### src/rtl/param_up_down_counter_pkg.sv
`default_nettype none
// ============================================================================
//  Module      : param_up_down_counter_pkg
//  Description : Shared encodings for the parametrised up/down counter and
//                its next-value calculator.
//  Revision    : 1.0  initial release
// ============================================================================
package param_up_down_counter_pkg;

    // Direction select carried on mode_i
    localparam logic MODE_UP    = 1'b1;
    localparam logic MODE_DOWN  = 1'b0;

    // Bound behaviour carried on sat_i
    localparam logic BOUND_WRAP = 1'b0;
    localparam logic BOUND_SAT  = 1'b1;

endpackage : param_up_down_counter_pkg
`default_nettype wire

### src/rtl/param_up_down_counter_ud_next_calc.sv
`default_nettype none
// ============================================================================
//  Module      : ud_next_calc
//  Description : Purely combinational next-count calculator. Given the
//                current count and an already-clamped step, produces the
//                next count for up/down, wrap/saturate operation together
//                with bound-hit, overflow-event and underflow-event strobes.
//  Revision    : 1.0  initial release
// ============================================================================
module ud_next_calc
    import param_up_down_counter_pkg::*;
#(
    parameter int WIDTH   = 3,
    parameter int MAX_VAL = 2**WIDTH - 1
) (
    input  logic [WIDTH-1:0] count_i,
    input  logic [WIDTH-1:0] step_i,     // caller guarantees step_i <= MAX_VAL
    input  logic             mode_i,
    input  logic             sat_i,
    output logic [WIDTH-1:0] next_o,
    output logic             bound_o,
    output logic             ovf_evt_o,
    output logic             unf_evt_o
);

    localparam logic [WIDTH-1:0] c_MAX     = WIDTH'(MAX_VAL);
    localparam logic [WIDTH:0]   c_MAX_EXT = (WIDTH+1)'(MAX_VAL);
    // Modulus of the count range; needs the extra bit when MAX_VAL = 2**WIDTH-1
    localparam logic [WIDTH:0]   c_MOD     = (WIDTH+1)'(MAX_VAL + 1);

    logic [WIDTH:0]   w_cnt_ext;
    logic [WIDTH:0]   w_step_ext;
    logic [WIDTH:0]   w_sum;
    logic [WIDTH-1:0] w_wrap_up;
    logic [WIDTH-1:0] w_wrap_dn;

    // All arithmetic is done one bit wider so the carry into the bound test
    // is never lost, then truncated once the result is known to be in range.
    assign w_cnt_ext  = {1'b0, count_i};
    assign w_step_ext = {1'b0, step_i};
    assign w_sum      = w_cnt_ext + w_step_ext;
    assign w_wrap_up  = WIDTH'(w_sum - c_MOD);
    assign w_wrap_dn  = WIDTH'(w_cnt_ext + c_MOD - w_step_ext);

    // Select next count and bound events from direction, step and bound mode
    always_comb begin
        next_o    = count_i;
        bound_o   = 1'b0;
        ovf_evt_o = 1'b0;
        unf_evt_o = 1'b0;
        if (step_i != '0) begin
            if (mode_i == MODE_UP) begin
                if (w_sum > c_MAX_EXT) begin
                    bound_o   = 1'b1;
                    ovf_evt_o = 1'b1;
                    next_o    = (sat_i == BOUND_SAT) ? c_MAX : w_wrap_up;
                end else begin
                    next_o    = w_sum[WIDTH-1:0];
                end
            end else begin
                if (w_step_ext > w_cnt_ext) begin
                    bound_o   = 1'b1;
                    unf_evt_o = 1'b1;
                    next_o    = (sat_i == BOUND_SAT) ? '0 : w_wrap_dn;
                end else begin
                    next_o    = count_i - step_i;
                end
            end
        end
    end

endmodule : ud_next_calc
`default_nettype wire

### src/rtl/param_up_down_counter.sv
`default_nettype none
// ============================================================================
//  Module      : param_up_down_counter
//  Description : Parametrised up/down counter with configurable width,
//                modulus and step. Supports synchronous load, count enable,
//                per-cycle wrap/saturate, a registered terminal-count pulse
//                and sticky overflow/underflow flags.
//  Revision    : 1.0  initial release
// ============================================================================
module param_up_down_counter
    import param_up_down_counter_pkg::*;
#(
    parameter int WIDTH     = 3,
    parameter int MAX_VAL   = 2**WIDTH - 1,
    parameter int RESET_VAL = 0
) (
    input  logic             clk_i,
    input  logic             rst_i,        // asynchronous, active-low
    input  logic             en_i,
    input  logic             mode_i,
    input  logic             sat_i,
    input  logic [WIDTH-1:0] step_i,
    input  logic             load_i,
    input  logic [WIDTH-1:0] load_val_i,
    input  logic             clr_flags_i,
    output logic [WIDTH-1:0] counter_o,
    output logic             tc_o,
    output logic             ovf_o,
    output logic             unf_o,
    output logic             at_max_o,
    output logic             at_min_o
);

    localparam logic [WIDTH-1:0] c_MAX   = WIDTH'(MAX_VAL);
    localparam logic [WIDTH-1:0] c_RESET = WIDTH'(RESET_VAL);

    logic [WIDTH-1:0] counter_q, counter_d;
    logic             tc_q,      tc_d;
    logic             ovf_q,     ovf_d;
    logic             unf_q,     unf_d;

    logic [WIDTH-1:0] w_step_eff;
    logic [WIDTH-1:0] w_load_eff;
    logic [WIDTH-1:0] w_calc_next;
    logic             w_calc_bound;
    logic             w_calc_ovf;
    logic             w_calc_unf;
    logic             w_count;

    // Steps and load values beyond the top of the range are clamped to it
    assign w_step_eff = (step_i     > c_MAX) ? c_MAX : step_i;
    assign w_load_eff = (load_val_i > c_MAX) ? c_MAX : load_val_i;

    // A counting edge is one where enable is set and no load overrides it
    assign w_count    = en_i & ~load_i;

    ud_next_calc #(
        .WIDTH   (WIDTH),
        .MAX_VAL (MAX_VAL)
    ) u_next_calc (
        .count_i   (counter_q),
        .step_i    (w_step_eff),
        .mode_i    (mode_i),
        .sat_i     (sat_i),
        .next_o    (w_calc_next),
        .bound_o   (w_calc_bound),
        .ovf_evt_o (w_calc_ovf),
        .unf_evt_o (w_calc_unf)
    );

    // Next state: load beats count beats hold; a new event beats a flag clear
    always_comb begin
        counter_d = counter_q;
        tc_d      = 1'b0;
        ovf_d     = ovf_q & ~clr_flags_i;
        unf_d     = unf_q & ~clr_flags_i;
        if (load_i) begin
            counter_d = w_load_eff;
        end else if (w_count) begin
            counter_d = w_calc_next;
            tc_d      = w_calc_bound;
            if (w_calc_ovf) begin
                ovf_d = 1'b1;
            end
            if (w_calc_unf) begin
                unf_d = 1'b1;
            end
        end
    end

    // State registers with asynchronous active-low reset
    always_ff @(posedge clk_i or negedge rst_i) begin
        if (!rst_i) begin
            counter_q <= c_RESET;
            tc_q      <= 1'b0;
            ovf_q     <= 1'b0;
            unf_q     <= 1'b0;
        end else begin
            counter_q <= counter_d;
            tc_q      <= tc_d;
            ovf_q     <= ovf_d;
            unf_q     <= unf_d;
        end
    end

    assign counter_o = counter_q;
    assign tc_o      = tc_q;
    assign ovf_o     = ovf_q;
    assign unf_o     = unf_q;

    // Bound indicators decode the register directly so they add no latency
    assign at_max_o  = (counter_q == c_MAX);
    assign at_min_o  = (counter_q == '0);

endmodule : param_up_down_counter
`default_nettype wire
### config.mk
export PLATFORM = sky130hd
export DESIGN_NAME = param_up_down_counter
export DESIGN_NICKNAME = d
export VERILOG_FILES = /design/src/rtl/param_up_down_counter_pkg.sv /design/src/rtl/param_up_down_counter_ud_next_calc.sv /design/src/rtl/param_up_down_counter.sv
export SDC_FILE = /design/constraint.sdc
export NUM_CORES = 1
export LEC_CHECK = 0
export ABC_AREA = 1
export BUFFER_PORTS_ARGS = -buffer_cell sky130_fd_sc_hd__buf_2
export CORE_UTILIZATION = 43
export CTS_CLUSTER_DIAMETER = 50
export DETAILED_ROUTE_END_ITERATION = 7
export GPL_TIMING_DRIVEN = 0
export PLACE_DENSITY = 0.84
export SLEW_MARGIN = 0
export SYNTH_ARGS = -nofsm -noshare
export SYNTH_HDL_FRONTEND = slang
export SYNTH_HIERARCHICAL = 1
export SYNTH_SLANG_ARGS = --single-unit
### constraint.sdc
create_clock -name clk_i -period 1.42 [get_ports clk_i]
set_input_delay 0 -clock clk_i [delete_from_list [all_inputs] [get_ports clk_i]]
set_output_delay 0 -clock clk_i [all_outputs]
set_load 0.005 [all_outputs]
Word level (Yosys, flattened, before mapping):

Index checks and enable logic that the tools add are counted.

* register bits: 6
* input port bits: 13

* reduce and logical (&&, ||, !) cells: 5
* $lt $le $gt $ge: 4
* bitwise gates (word level): 5
* $add $sub $neg: 5
* multiplexer cells: 26
* equal/unequal tests: 1

Operators with widths (number)
* 2-to-1 mux 3 bit: 10
* 2-to-1 mux 1 bit: 16
* greater-than comparator 3 bit (second input constant): 2
* subtractor 3 bit: 2
* adder 3 x 3 -> 4 bit: 1
* greater-than comparator 4 x 3 -> 1 bit (second input constant): 1
* nonzero test 2 bit: 2
* adder 3 x 1 -> 3 bit (second input constant): 1
* AND 1 bit: 3
* == test 3 bit (second input constant): 1
* greater-than comparator 3 bit: 1
* zero test 3 bit: 1
* nonzero test 3 bit: 1
* subtractor 3 x 1 -> 3 bit (second input constant): 1
* inverter 1 bit: 2
* AND reduction 2 bit: 1

Depth between registers and ports, before layout:

Gate-level depths: netlist (run 1).

* word-level depth: 10
* mapped depth: 12

Modules after synthesis:

Netlist (run 1), hierarchy kept.

Modules (own cells, without submodules)
* ud_next_calc: area an instance 327.8 sq um, instances 1, seq. area each 0.0 sq um, cells an instance 53
* param_up_down_counter: area an instance 270.3 sq um, instances 1, seq. area each 150.1 sq um, cells an instance 33

Least setup slack after synthesis (run 1):

OpenSTA, ideal clock, no wires.

* kind: flip-flop to flip-flop
* start point: register counter_q[0] (netlist: counter_o[0])
* end point: register counter_q[2] (netlist: counter_o[2])
* slack: -0.151 ns
* library setup time: 0.124 ns
* arrival: 1.447 ns
* cell stages (with the launch flop): 10
* required time: 1.296 ns
* path buffers: 0
* cell sequence: dfrtp_1 ha_1 inv_1 fa_1 xnor2_1 nand2_1 nand2_1 nand3_1 nand3_1 nand3_1

* longest elaborated chain between the ends: 8
* elaborated cells between the ends (all ways): 15
* classes of those cells: add/sub (5); order compare (2); mux (8)

RTL lines
* start: declaration: RTL line param_up_down_counter.sv:37 `logic [WIDTH-1:0] counter_q, counter_d;`
* start signal: assignment: RTL line param_up_down_counter.sv:94 `counter_q <= c_RESET;`
* start signal: assignment: RTL line param_up_down_counter.sv:99 `counter_q <= counter_d;`
* adder 3 x 1 -> 3 bit / adder 3 x 3 -> 4 bit (equally long branches): RTL line param_up_down_counter_ud_next_calc.sv:43, param_up_down_counter_ud_next_calc.sv:41
* subtractor 3 bit / subtractor 3 x 1 -> 3 bit (equally long branches): RTL line param_up_down_counter_ud_next_calc.sv:43, param_up_down_counter_ud_next_calc.sv:42
* 2-to-1 mux 3 bit, on equally long branches: RTL line param_up_down_counter_ud_next_calc.sv:64, param_up_down_counter_ud_next_calc.sv:56
* 2-to-1 mux 3 bit, on equally long branches: RTL line param_up_down_counter_ud_next_calc.sv:61, param_up_down_counter_ud_next_calc.sv:53
* 2-to-1 mux 3 bit *: RTL line param_up_down_counter_ud_next_calc.sv:52 `if (mode_i == MODE_UP) begin`
* 2-to-1 mux 3 bit *: RTL line param_up_down_counter_ud_next_calc.sv:51 `if (step_i != '0) begin`
* named net w_calc_next[2]: RTL line param_up_down_counter.sv:44 `logic [WIDTH-1:0] w_calc_next;`
* 2-to-1 mux 3 bit *: RTL line param_up_down_counter.sv:79 `end else if (w_count) begin`
* 2-to-1 mux 3 bit *: RTL line param_up_down_counter.sv:77 `if (load_i) begin`

The timed path passes the listed nets; every way through them passes the cells marked *. The select of a mux whose other input is x is not followed.
A chain may end at the register's enable or synchronous reset.

Final worst setup path (run 1):

* start point: register counter_q[0] (netlist: counter_o[0])
* end point: register counter_q[1] (netlist: counter_o[1])

Same word-level chain as after synthesis.

==> results of run 1 <==
==> power breakdown <==
group | internal [mW] | switching [mW] | leakage [nW] | total, mW
clock | 0.0959 | 0.0666 | 0.0138 | 0.162
sequential | 0.191 | 0.0236 | 0.0741 | 0.215
combinational | 0.180 | 0.200 | 0.390 | 0.380
==> synth_stat cells (all sizes together) <==
| cell | number |
|---|---|
| inv | 14 |
| clkbuf | 3 |
| a21oi | 2 |
| fa | 2 |
| ha | 6 |
| nand2 | 25 |
| nor2 | 5 |
| and3 | 2 |
| nand3 | 15 |
| nor3 | 2 |
| dfrtp | 6 |
| nand3b | 1 |
| o21ai | 1 |
| xnor2 | 2 |
==> layout by cell type (no fill, tap or decap) <==
| master | synthesis | routed |
|---|---|---|
| clkbuf_4 | 0 | 3 |
| nor2_2 | 1 | 2 |
| ha_1 | 6 | 1 |
| nand3_2 | 1 | 4 |
| nand2_2 | 0 | 1 |
| xnor2_1 | 2 | 2 |
| ha_4 | 0 | 4 |
| nor3_1 | 1 | 1 |
| nor2_1 | 4 | 3 |
| buf_4 | 0 | 4 |
| a21oi_4 | 0 | 1 |
| and3_1 | 2 | 2 |
| a21oi_1 | 2 | 1 |
| nand3_1 | 14 | 11 |
| inv_2 | 1 | 4 |
| nand2_1 | 25 | 24 |
| dlygate4sd3_1 | 0 | 5 |
| dfrtp_2 | 0 | 3 |
| inv_1 | 13 | 10 |
| nor3_4 | 1 | 1 |
| fa_2 | 0 | 2 |
| o21ai_1 | 0 | 1 |
| dfrtp_1 | 6 | 3 |
| nand3b_1 | 1 | 1 |
| clkbuf_1 | 3 | 3 |
| buf_2 | 0 | 17 |
| buf_6 | 0 | 1 |
| ha_2 | 0 | 1 |
==> stage by stage <==
stage | power [mW] | cell area, um2 | setup slack (ns) | hold slack, ns
after floorplan | 0.4037 | 619.3 | -0.1346 | -0.2956
after global placement | 0.4769 | 723.2 | -0.2558 | -0.1759
after detailed placement | 0.4876 | 723.2 | -0.2852 | -0.1715
after CTS | 0.7278 | 898.4 | -0.1285 | 0.03991
after global routing | 0.8013 | 908.4 | -0.2160 | 0.07000
final | 0.7578 | 908.4 | -0.1572 | 0.04797
==> cell type report <==
cell class	instances	area, um2
repair buffers	27	176.4
flip-flops and latches	6	153.9
plain buffers	3	11.26
multi-input cells	63	473.0
well taps	15	18.77
fillers	103	392.9
clock buffers	3	22.52
inverters	14	52.55
==> per-layer routing <==
layer | global-route usage | routed length [um]
met5 | 0 | 0
met4 | 0.2069 | 83
met3 | 0.03409 | 74
met2 | 0.4750 | 985
met1 | 0.2639 | 720
==> worst min path at each step <==
stage / start / end / slack [ns] / cells past startpoint
3_5_place_dp: rst_i / counter_o[2] / -0.17 / 1
3_3_place_gp: rst_i / unf_o / -0.18 / 1
4_1_cts: load_i / counter_o[0] / 0.04 / 3
2_1_floorplan: rst_i / counter_o[0] / -0.30 / 0
5_1_grt: load_i / counter_o[1] / 0.07 / 3
6_report: load_i / counter_o[0] / 0.05 / 3
==> timing repair <==
item,in CTS,in global routing
hold buffers,5,0
buffers inserted,5,0
pin swaps,5,5
endpoints found under the hold margin,10,0
endpoints found under the setup margin,3,4
gates cloned,0,0
resized for setup,14,5
==> worst register-to-register path: stages (launching register included) <==
cell and delay, ns:
dfrtp_2 0.40, inv_2 0.06, ha_4 0.16, fa_2 0.51, nand3b_1 0.12, nand3_1 0.08, nand3_1 0.07, nand3_1 0.06
==> cell families (layout without fill, tap and decap cells) <==
family                     after synthesis  in the layout
DFF                                      6              6
AOI/OAI and AO/OA                        3              3
and+or+nand+nor                         50             50
buffers and inverters                   17             47
adders and majority gates                8              8
xor gates and xnor gates                 2              2
==> registers in the layout, summed over array words and instances, names as in the netlist <==
signal and flops:
counter_o 3, ovf_o 1, tc_o 1, unf_o 1
==> impl_metrics.prom, run 1 <==
# TYPE chip_impl_metric gauge
chip_impl_info{name="outcome",value="complete, but fails checks"} 1
chip_impl_info{name="violations",value="negative setup slack"} 1
chip_impl_metric{name="cts_htree_levels",unit=""} 1
chip_impl_info{name="yosysTopAreaCell",value="dfrtp_1"} 1
chip_impl_metric{name="synth_seq_cells",unit=""} 6
chip_impl_metric{name="setup_skew_after_layout",unit="ns"} 0.006106
chip_impl_metric{name="antenna_left",unit=""} 0
chip_impl_metric{name="grt_use_total",unit=""} 0.2619
chip_impl_metric{name="post-place-cells",unit=""} 118
chip_impl_metric{name="top_level_ports",unit=""} 21
chip_impl_info{name="r2r_end",value="counter_o[1]"} 1
chip_impl_metric{name="finalCritPeriodShare",unit=""} 1.111
chip_impl_info{name="yosys-top-cells-area",value="dfrtp_1 25%, nand2_1 16%, ha_1 13%"} 1
chip_impl_metric{name="number_of_clock_buffers_inserted_by_tritoncts",unit=""} 3
chip_impl_metric{name="synth_fa_ha_area_frac",unit=""} 0.1925
chip_impl_metric{name="route.vias.total",unit=""} 707
chip_impl_metric{name="fp.dieArea",unit="um2"} 1544
chip_impl_metric{name="drt_first_pass_iters",unit=""} 4
chip_impl_metric{name="cp_num_cells",unit=""} 7
chip_impl_metric{name="achievable-frequency",unit="MHz"} 634.0
chip_impl_metric{name="nNetsFinal",unit=""} 139
chip_impl_metric{name="synth.mux.area_fraction",unit=""} 0
chip_impl_info{name="critical-path-top-cell-by-count",value="nand3_1"} 1
chip_impl_metric{name="syn-num-nets",unit=""} 107
chip_impl_metric{name="place.gp.congestion",unit=""} 0.8287
chip_impl_info{name="hold_class",value="primary input to register"} 1
chip_impl_metric{name="final.min_clock_period",unit="ns"} 1.577
chip_impl_metric{name="ant_diodes",unit=""} 0
chip_impl_metric{name="timing.critical_path.required",unit="ns"} 1.55
chip_impl_metric{name="final_util",unit=""} 0.6981
chip_impl_metric{name="clk_pin_slew",unit="ns"} 0.04
chip_impl_metric{name="tritoncts_num_sinks",unit=""} 6
chip_impl_metric{name="route.final.wire_length",unit="um"} 1863
chip_impl_metric{name="dieWidth",unit="um"} 39.30
chip_impl_metric{name="seq_area_frac_synth",unit=""} 0.2510
chip_impl_info{name="critical_path.startpoint",value="counter_o[0]"} 1
chip_impl_metric{name="compound_cell_area_share_of_the_yosys_netlist",unit=""} 0.02510
chip_impl_metric{name="cellPowerDensity",unit="nW/um2"} 834.3
chip_impl_metric{name="worst_slack",unit="ns"} -0.1572
chip_impl_metric{name="wire_per_inst",unit="um"} 14.22
chip_impl_info{name="timing.rr.start",value="counter_o[0]"} 1
chip_impl_metric{name="syn_to_final_growth",unit="%"} 51.88
chip_impl_metric{name="grt_antenna_before_repair",unit=""} 0
chip_impl_metric{name="worst-r2r-cell-count",unit=""} 7
chip_impl_metric{name="irDropWorstVdd",unit="V"} 0.0003344
chip_impl_metric{name="post_synth_instance_area",unit="um2"} 598.1
chip_impl_info{name="cpLargestDelayFamily",value="adder cells"} 1
chip_impl_metric{name="die-height",unit="um"} 39.30
chip_impl_metric{name="final_hold_viol_count",unit=""} 0
chip_impl_metric{name="synth_top_area_frac",unit=""} 0.2510
chip_impl_metric{name="fraction_of_final_layout_cells_sized_beyond_drive_strength_1",unit=""} 0.4138
chip_impl_info{name="cp-end-kind",value="register"} 1
chip_impl_metric{name="clock_insertion_delay_worst_skew",unit="ns"} 0.25
chip_impl_metric{name="placement.io_buffers",unit=""} 17
chip_impl_info{name="cp-endpoint",value="counter_o[1]"} 1
chip_impl_metric{name="route.detailed.vias_per_inst",unit=""} 5.397
chip_impl_metric{name="initial_utilization",unit=""} 0.4596
chip_impl_metric{name="drt_iter0_drc",unit=""} 49
chip_impl_metric{name="slew_viol_final",unit=""} 0
chip_impl_info{name="critical_path.slowest_cell",value="fa_2"} 1
chip_impl_metric{name="via_count_of_the_first_global_routing_pass",unit=""} 580
chip_impl_metric{name="power.leakage",unit="nW"} 0.4776
chip_impl_metric{name="detail_route.drc_violations",unit=""} 0
chip_impl_info{name="tritoncts",value="built"} 1
chip_impl_metric{name="ys_warn_count",unit=""} 6
chip_impl_metric{name="worst-slew-pin-transition",unit="ns"} 0.3861
chip_impl_metric{name="global_route.overflow_total",unit=""} 0
chip_impl_info{name="cp-start-kind",value="register"} 1
chip_impl_metric{name="synthDistinctLibCells",unit=""} 18
chip_impl_metric{name="max_cap_viols",unit=""} 0
chip_impl_info{name="root_buffer",value="clkbuf_4"} 1
chip_impl_metric{name="aggregate_negative_setup_slack",unit="ns"} -0.3506
chip_impl_metric{name="grt_pass1_wl",unit="um"} 2546
chip_impl_metric{name="ff_to_ff_setup_slack",unit="ns"} -0.16
chip_impl_metric{name="std_cell_rows",unit=""} 13
chip_impl_metric{name="final_cells",unit=""} 131
chip_impl_info{name="timing_worst_setup_path_type",value="register to register"} 1
chip_impl_info{name="dominant_combinational_cell_family_by_area_after_synthesis",value="simple AND/OR/NAND/NOR gates"} 1
chip_impl_metric{name="worst-path-buf-inv",unit=""} 1
chip_impl_metric{name="dp.final_hpwl",unit="um"} 1100
chip_impl_metric{name="finalSetupViolations",unit=""} 3
chip_impl_metric{name="relSlewSlack",unit=""} 0.7426
chip_impl_metric{name="critical_path.max_stage_delay",unit="ns"} 0.51
chip_impl_metric{name="clock_path_buffers",unit=""} 2
chip_impl_metric{name="synth_cells",unit=""} 86
chip_impl_info{name="grt_setup_unrepaired",value="true"} 1
chip_impl_info{name="cell_breakdown_of_the_critical_path",value="inv_2 > ha_4 > fa_2 > nand3b_1 > nand3_1 > nand3_1 > nand3_1"} 1
chip_impl_metric{name="critical_path_arrival",unit="ns"} 1.71
chip_impl_metric{name="synthXorXnorAreaFrac",unit=""} 0.02929
chip_impl_metric{name="post_synthesis_share_of_cell_area_spent_on_and_or_nand_and_nor_gates",unit=""} 0.3954
chip_impl_metric{name="core",unit="um2"} 1301
chip_impl_metric{name="syn_area_per_cell",unit="um2"} 6.954
chip_impl_metric{name="critPathMaxFanout",unit=""} 3
chip_impl_metric{name="largest_net_degree_at_the_start_of_global_routing",unit=""} 8
(Power assumes the default switching activity.)
==> inputs of run 2 (changes only) <==
--- a/config.mk
+++ b/config.mk
@@ -12,6 +12,7 @@
 export DETAILED_ROUTE_END_ITERATION = 7
 export GPL_TIMING_DRIVEN = 0
 export PLACE_DENSITY = 0.84
+export SKIP_CTS_REPAIR_TIMING = 1
 export SLEW_MARGIN = 0
 export SYNTH_ARGS = -nofsm -noshare
 export SYNTH_HDL_FRONTEND = slang
==> run 2 against run 1 <==
The run ends with negative hold slack, negative setup slack left. Die area stayed put. Final area fell by 12%. Non-clock buffer count shrank 6. Flip-flop and latch count unchanged. Clock skew is 0.0013 ns lower. Total power down 12%. Hold slack worse by 0.057 ns. Core utilization is 8.3 points lower. Largest power group unchanged. Cell count shrank 4.6%. Largest cell class unchanged. Register-to-register slack about the same. Critical path depth stayed put. Fmax barely moved.
==> impl_metrics.prom, run 2 (same netlist as run 1, synthesis figures left out) <==
# TYPE chip_impl_metric gauge
chip_impl_info{name="outcome",value="complete, but fails checks"} 1
chip_impl_info{name="violations",value="negative hold slack, negative setup slack"} 1
chip_impl_metric{name="ff_to_ff_setup_slack",unit="ns"} -0.16
chip_impl_info{name="tritoncts",value="built"} 1
chip_impl_metric{name="grt_use_total",unit=""} 0.2050
chip_impl_metric{name="aggregate_negative_setup_slack",unit="ns"} -0.4158
chip_impl_metric{name="fraction_of_final_layout_cells_sized_beyond_drive_strength_1",unit=""} 0.3182
chip_impl_metric{name="top_level_ports",unit=""} 21
chip_impl_metric{name="clk_pin_slew",unit="ns"} 0.04
chip_impl_metric{name="power.leakage",unit="nW"} 0.4448
chip_impl_info{name="r2r_end",value="counter_o[1]"} 1
chip_impl_metric{name="antenna_left",unit=""} 0
chip_impl_metric{name="post-place-cells",unit=""} 118
chip_impl_metric{name="dieWidth",unit="um"} 39.30
chip_impl_info{name="endpoint_of_the_worst_hold_path",value="counter_o[2]"} 1
chip_impl_metric{name="largest_net_degree_at_the_start_of_global_routing",unit=""} 9
chip_impl_metric{name="dp.final_hpwl",unit="um"} 1100
chip_impl_metric{name="achievable-frequency",unit="MHz"} 634.4
chip_impl_info{name="root_buffer",value="clkbuf_4"} 1
chip_impl_metric{name="place.gp.congestion",unit=""} 0.8287
chip_impl_metric{name="power.total",unit="mW"} 0.6654
chip_impl_metric{name="cts_htree_levels",unit=""} 1
chip_impl_metric{name="route.vias.total",unit=""} 635
chip_impl_metric{name="fp.dieArea",unit="um2"} 1544
chip_impl_metric{name="initial_utilization",unit=""} 0.4596
chip_impl_info{name="hold_class",value="primary input to register"} 1
chip_impl_info{name="most-common-layout-cells",value="25 x nand2_1, 17 x buf_2, 14 x nand3_1, 11 x inv_1"} 1
chip_impl_metric{name="drt_first_pass_iters",unit=""} 4
chip_impl_info{name="cp-end-kind",value="register"} 1
chip_impl_metric{name="cellPowerDensity",unit="nW/um2"} 831.0
chip_impl_metric{name="min_delay_path_depth",unit=""} 3
chip_impl_metric{name="ant_diodes",unit=""} 0
chip_impl_info{name="timing.rr.start",value="counter_o[0]"} 1
chip_impl_metric{name="final_cells",unit=""} 125
chip_impl_metric{name="timing.critical_path.required",unit="ns"} 1.55
chip_impl_metric{name="via_count_of_the_first_global_routing_pass",unit=""} 514
chip_impl_metric{name="number_of_clock_buffers_inserted_by_tritoncts",unit=""} 3
chip_impl_metric{name="finalSetupViolations",unit=""} 3
chip_impl_metric{name="std_cell_rows",unit=""} 13
chip_impl_metric{name="die-height",unit="um"} 39.30
chip_impl_metric{name="worst_slack",unit="ns"} -0.1562
chip_impl_metric{name="grt_antenna_before_repair",unit=""} 0
chip_impl_metric{name="setup_skew_after_layout",unit="ns"} 0.004777
chip_impl_metric{name="final.min_clock_period",unit="ns"} 1.576
chip_impl_metric{name="max_cap_viols",unit=""} 0
chip_impl_info{name="hold_path.startpoint",value="load_val_i[2]"} 1
chip_impl_metric{name="slew_viol_final",unit=""} 0
chip_impl_metric{name="wire_per_inst",unit="um"} 11.44
chip_impl_metric{name="drt_iter0_drc",unit=""} 12
chip_impl_metric{name="clock_path_buffers",unit=""} 2
chip_impl_metric{name="finalCritPeriodShare",unit=""} 1.110
chip_impl_metric{name="multi_input_logic_area",unit="um2"} 420.4
chip_impl_metric{name="pre_cts_ws",unit="ns"} -0.2852
chip_impl_metric{name="clock_insertion_delay_worst_skew",unit="ns"} 0.25
chip_impl_metric{name="irDropWorstVdd",unit="V"} 0.0002858
chip_impl_metric{name="route.detailed.vias_per_inst",unit=""} 5.080
chip_impl_metric{name="core",unit="um2"} 1301
chip_impl_metric{name="hold-worst-slack",unit="ns"} -0.009091
chip_impl_metric{name="route.final.wire_length",unit="um"} 1430
chip_impl_metric{name="global_route.overflow_total",unit=""} 0
chip_impl_metric{name="critPathMaxFanout",unit=""} 6
chip_impl_metric{name="worst-slew-pin-transition",unit="ns"} 0.3214
chip_impl_info{name="mostFrequentLayoutCell",value="nand2_1"} 1
chip_impl_metric{name="final_util",unit=""} 0.6154
chip_impl_metric{name="critical_path_arrival",unit="ns"} 1.71
chip_impl_metric{name="worst-r2r-cell-count",unit=""} 7
chip_impl_metric{name="relSlewSlack",unit=""} 0.7857
chip_impl_metric{name="placement.io_buffers",unit=""} 17
chip_impl_metric{name="flip_flop_count_of_the_largest_register_after_layout",unit=""} 3
chip_impl_metric{name="tritoncts_num_sinks",unit=""} 6
chip_impl_metric{name="area.sequential",unit="um2"} 152.6
chip_impl_metric{name="grt_pass1_wl",unit="um"} 2021
chip_impl_metric{name="final.fill_count",unit=""} 119
chip_impl_info{name="grt_setup_unrepaired",value="true"} 1
chip_impl_info{name="timing_worst_setup_path_type",value="register to register"} 1
chip_impl_metric{name="detail_route.drc_violations",unit=""} 0
chip_impl_info{name="cp-start-kind",value="register"} 1
chip_impl_metric{name="final_hold_viol_count",unit=""} 2
chip_impl_metric{name="syn_to_final_growth",unit="%"} 33.89
chip_impl_metric{name="nNetsFinal",unit=""} 133
==> run 2: cell count changes in the layout (fill, tap and decap cells not counted), moves of 2 or more <==
cell	before	now
ha_1	1	3
buf_4	4	1
ha_4	4	2
nand3_2	4	1
nand3_1	11	14
dlygate4sd3_1	5	3
==> run 2: layer usage <==
layer	routed length (um)	vias up	track usage
met2	749	9	0.3625
met1	599	303	0.2125
met4	47	0	0.1552
met5	0	-	0
li1	-	318	-
met3	34	5	0.03409
==> run 2: final cells by class <==
| cell class | count | share of cell area |
|---|---|---|
| tap | 15 | 0.02344 |
| inverter | 14 | 0.06563 |
| sequential | 6 | 0.1906 |
| multi-input combinational | 63 | 0.5250 |
| clock buffer | 3 | 0.02812 |
| timing repair buffer | 21 | 0.1531 |
| buffer | 3 | 0.01406 |
==> run 2: critical path: stages, from the launching register on <==
cell and delay, ns:
dfrtp_2 0.43, inv_2 0.04, ha_2 0.17, fa_2 0.51, nand3b_1 0.10, nand3_1 0.08
nand3_1 0.07, nand3_1 0.06
==> run 2: worst max path at each step <==
stage,end,slack [ns],start,cells past startpoint
CTS,counter_o[2],-0.29,counter_o[0],9
global placement,counter_o[2],-0.26,counter_o[0],9
global route,counter_o[2],-0.25,counter_o[0],8
detailed placement,counter_o[2],-0.29,counter_o[0],9
finish,counter_o[1],-0.16,counter_o[0],7
floorplan,counter_o[2],-0.13,counter_o[0],9
==> run 2: report_power, final <==
group          switching (mW)  internal [mW]  leakage (nW)
combinational           0.150          0.135         0.356
clock                  0.0649         0.0958        0.0138
sequential             0.0296          0.191        0.0752
total                   0.244          0.421         0.445
==> run 2: through the flow <==
step	hold WS [ns]	area, um2
finish	-0.009091	800.8
global route	0.005217	800.8
CTS	-0.4418	745.7
detailed placement	-0.1715	723.2
global placement	-0.1759	723.2
floorplan	-0.2956	619.3
==> inputs of run 3 (changes only) <==
--- a/config.mk
+++ b/config.mk
@@ -5,13 +5,13 @@
 export SDC_FILE = /design/constraint.sdc
 export NUM_CORES = 1
 export LEC_CHECK = 0
-export ABC_AREA = 1
+export ABC_AREA = 0
 export BUFFER_PORTS_ARGS = -buffer_cell sky130_fd_sc_hd__buf_2
 export CORE_UTILIZATION = 43
 export CTS_CLUSTER_DIAMETER = 50
 export DETAILED_ROUTE_END_ITERATION = 7
 export GPL_TIMING_DRIVEN = 0
-export PLACE_DENSITY = 0.84
+export PLACE_DENSITY = 0.69
 export SKIP_CTS_REPAIR_TIMING = 1
 export SLEW_MARGIN = 0
 export SYNTH_ARGS = -nofsm -noshare
==> run 3 against run 2 <==
The run still ends with negative hold slack, negative setup slack left. Synthesized cell count is 15% lower. Total power is 15% higher. Hold slack worse by 0.0046 ns. Setup slack worse by 0.17 ns. Critical endpoint is now counter_o[2]. Largest cell class unchanged. Highest routed layer unchanged.
==> impl_metrics.prom, run 3 <==
# TYPE chip_impl_metric gauge
chip_impl_metric{name="final.fill_count",unit=""} 116
chip_impl_metric{name="drt_first_pass_iters",unit=""} 5
chip_impl_info{name="critical_path.slowest_cell",value="dfrtp_2"} 1
chip_impl_metric{name="slew_viol_final",unit=""} 0
chip_impl_metric{name="finalSetupViolations",unit=""} 5
chip_impl_info{name="grt_setup_unrepaired",value="true"} 1
chip_impl_metric{name="area.sequential",unit="um2"} 153.9
chip_impl_info{name="violations",value="negative hold slack, negative setup slack"} 1
chip_impl_info{name="cell_breakdown_of_the_critical_path",value="ha_4 > nor2b_4 > o211ai_1 > a21oi_1 > nand4bb_1 > mux2i_1 > o21ai_1"} 1
chip_impl_metric{name="worst-slew-pin-transition",unit="ns"} 0.3493
chip_impl_metric{name="clock_path_buffers",unit=""} 2
chip_impl_metric{name="irDropWorstVdd",unit="V"} 0.0004134
chip_impl_metric{name="fraction_of_final_layout_cells_sized_beyond_drive_strength_1",unit=""} 0.4466
chip_impl_metric{name="initial_utilization",unit=""} 0.4747
chip_impl_metric{name="synth_seq_cells",unit=""} 6
chip_impl_metric{name="cellPowerDensity",unit="nW/um2"} 848.5
chip_impl_metric{name="flip_flop_count_of_the_largest_register_after_layout",unit=""} 3
chip_impl_metric{name="critical_path.max_stage_delay",unit="ns"} 0.46
chip_impl_metric{name="worst_slack",unit="ns"} -0.3256
chip_impl_metric{name="fp.dieArea",unit="um2"} 1630
chip_impl_metric{name="wire_per_inst",unit="um"} 13.57
chip_impl_metric{name="relSlewSlack",unit=""} 0.7671
chip_impl_metric{name="route.detailed.vias_per_inst",unit=""} 5.381
chip_impl_metric{name="seq_area_frac_synth",unit=""} 0.2372
chip_impl_metric{name="critical_path_arrival",unit="ns"} 1.87
chip_impl_metric{name="largest_net_degree_at_the_start_of_global_routing",unit=""} 9
chip_impl_metric{name="achievable-frequency",unit="MHz"} 572.9
chip_impl_metric{name="top_level_ports",unit=""} 21
chip_impl_metric{name="clock_insertion_delay_worst_skew",unit="ns"} 0.25
chip_impl_metric{name="tritoncts_num_sinks",unit=""} 6
chip_impl_metric{name="detail_route.drc_violations",unit=""} 0
chip_impl_metric{name="max_cap_viols",unit=""} 0
chip_impl_metric{name="final.min_clock_period",unit="ns"} 1.746
chip_impl_metric{name="power.leakage",unit="nW"} 0.4375
chip_impl_info{name="yosys.cell_count.top_type",value="inv_1"} 1
chip_impl_metric{name="setup_skew_after_layout",unit="ns"} 0.007830
chip_impl_metric{name="cts_htree_levels",unit=""} 1
chip_impl_metric{name="route.final.wire_length",unit="um"} 1601
chip_impl_metric{name="placement.io_buffers",unit=""} 17
chip_impl_metric{name="std_cell_rows",unit=""} 13
chip_impl_metric{name="hold-worst-slack",unit="ns"} -0.01370
chip_impl_metric{name="finalCritPeriodShare",unit=""} 1.229
chip_impl_metric{name="dp.final_hpwl",unit="um"} 1111
chip_impl_metric{name="syn_area_per_cell",unit="um2"} 8.673
chip_impl_metric{name="final_hold_viol_count",unit=""} 1
chip_impl_metric{name="drt_iter0_drc",unit=""} 13
chip_impl_metric{name="die-height",unit="um"} 40.37
chip_impl_metric{name="core",unit="um2"} 1334
chip_impl_metric{name="synth_cells",unit=""} 73
chip_impl_metric{name="place.gp.congestion",unit=""} 0.9008
chip_impl_info{name="post_synth_most_frequent_cells",value="10 x inv_1, 7 x a21oi_1, 6 x dfrtp_1, 6 x ha_1, 6 x nand2_1"} 1
chip_impl_info{name="mostFrequentLayoutCell",value="buf_2"} 1
chip_impl_metric{name="dieWidth",unit="um"} 40.37
chip_impl_metric{name="syn_to_final_growth",unit="%"} 42.89
chip_impl_metric{name="clk_pin_slew",unit="ns"} 0.05
chip_impl_metric{name="power.total",unit="mW"} 0.7676
chip_impl_metric{name="synthDistinctLibCells",unit=""} 31
chip_impl_info{name="cp-start-kind",value="register"} 1
chip_impl_metric{name="synth_top_area_frac",unit=""} 0.2372
chip_impl_info{name="outcome",value="complete, but fails checks"} 1
chip_impl_info{name="hold_class",value="primary input to register"} 1
chip_impl_metric{name="dpl_cell_area",unit="um2"} 755.7
chip_impl_info{name="root_buffer",value="clkbuf_4"} 1
chip_impl_metric{name="global_route.overflow_total",unit=""} 0
chip_impl_metric{name="ys_warn_count",unit=""} 6
chip_impl_info{name="synth_flop_cell",value="dfrtp_1"} 1
chip_impl_info{name="timing_worst_setup_path_type",value="register to register"} 1
chip_impl_info{name="cp-end-kind",value="register"} 1
chip_impl_metric{name="synthArstFlopShare",unit=""} 1.000
chip_impl_metric{name="syn-num-nets",unit=""} 94
chip_impl_metric{name="timing.critical_path.required",unit="ns"} 1.54
chip_impl_metric{name="route.vias.total",unit=""} 635
chip_impl_metric{name="grt_pass1_wl",unit="um"} 1966
chip_impl_metric{name="via_count_of_the_first_global_routing_pass",unit=""} 469
chip_impl_metric{name="ant_diodes",unit=""} 0
chip_impl_metric{name="design_area",unit="um2"} 904.6
chip_impl_metric{name="grt_use_total",unit=""} 0.1911
chip_impl_info{name="yosys-top-cells-area",value="dfrtp_1 24%, ha_1 12%, fa_1 6.3%"} 1
chip_impl_metric{name="number_of_clock_buffers_inserted_by_tritoncts",unit=""} 3
chip_impl_metric{name="antenna_left",unit=""} 0
chip_impl_metric{name="nNetsFinal",unit=""} 126
chip_impl_metric{name="synth_enable_flop_cells",unit=""} 0
chip_impl_info{name="most-common-layout-cells",value="17 x buf_2, 9 x inv_1, 7 x buf_4, 6 x nand2_1, 5 x a21oi_1"} 1
chip_impl_metric{name="post_synth_instance_area",unit="um2"} 633.1
chip_impl_metric{name="critPathMaxFanout",unit=""} 6
chip_impl_info{name="yosysTopAreaCell",value="dfrtp_1"} 1
chip_impl_metric{name="grt_antenna_before_repair",unit=""} 0
chip_impl_metric{name="multi_input_logic_area",unit="um2"} 493.0
chip_impl_info{name="tritoncts",value="built"} 1
-- run 3: critical path, delay by kind of cell, from the launching register on --
family	cells	cell delay, ns
fa+ha+maj	1	0.31
flops	1	0.46
simple gates	2	0.25
mux	1	0.16
compound gates	3	0.44
-- run 3: worst paths after layout --
path                       depth (start not counted)     startpoint            to  slack [ns]
min                                                3  load_val_i[1]  counter_o[1]       -0.01
max in group asynchronous                          2          rst_i  counter_o[2]        1.14
min in group asynchronous                          2          rst_i         ovf_o        0.11
min reg2reg                                        1          unf_o         unf_o        0.50
max reg2reg                                        7   counter_o[1]  counter_o[2]       -0.33
max                                                7   counter_o[1]  counter_o[2]       -0.33
-- run 3: per-layer routing --
layer  GRT usage  routed length, um
met1      0.2584                721
met2      0.2857                789
met3      0.1000                 63
met4           0                 26
met5           0                  0
-- run 3: cells by family after synthesis --
kind of cell	count (synthesis)	share of synthesized area
compound gates	23	0.2589
fa+ha+maj	8	0.1818
mux	3	0.04743
simple gates	20	0.1976
buf+inv	13	0.07708
flops	6	0.2371
-- run 3: through the flow --
| step | TNS, ns | hold WS [ns] | setup slack [ns] | instances | utilization |
|---|---|---|---|---|---|
| 2_1_floorplan | -0.5327 | -0.2956 | -0.1867 | 73 | - |
| 3_3_place_gp | -0.9955 | -0.1692 | -0.3136 | 105 | 0.5666 |
| 3_5_place_dp | -1.061 | -0.1676 | -0.3329 | 105 | 0.5666 |
| 4_1_cts | -1.080 | -0.4372 | -0.3496 | 108 | 0.5835 |
| 5_1_grt | -1.347 | -0.007151 | -0.4283 | 118 | 0.6782 |
| 6_report | -1.051 | -0.01370 | -0.3256 | 118 | 0.6782 |
-- run 3: final cells by class --
cell class,instances,share of cell area
multi-input combinational,54,0.5450
timing repair buffer,27,0.1853
sequential,6,0.1701
inverter,10,0.04149
clock buffer,3,0.02490
tap,15,0.02075
buffer,3,0.01245
-- run 3: report_power, final --
part | leakage, nW | switching (mW) | internal (mW) | total (mW)
combinational | 0.350 | 0.188 | 0.199 | 0.387
clock | 0.0138 | 0.0690 | 0.0961 | 0.165
sequential | 0.0738 | 0.0232 | 0.192 | 0.215
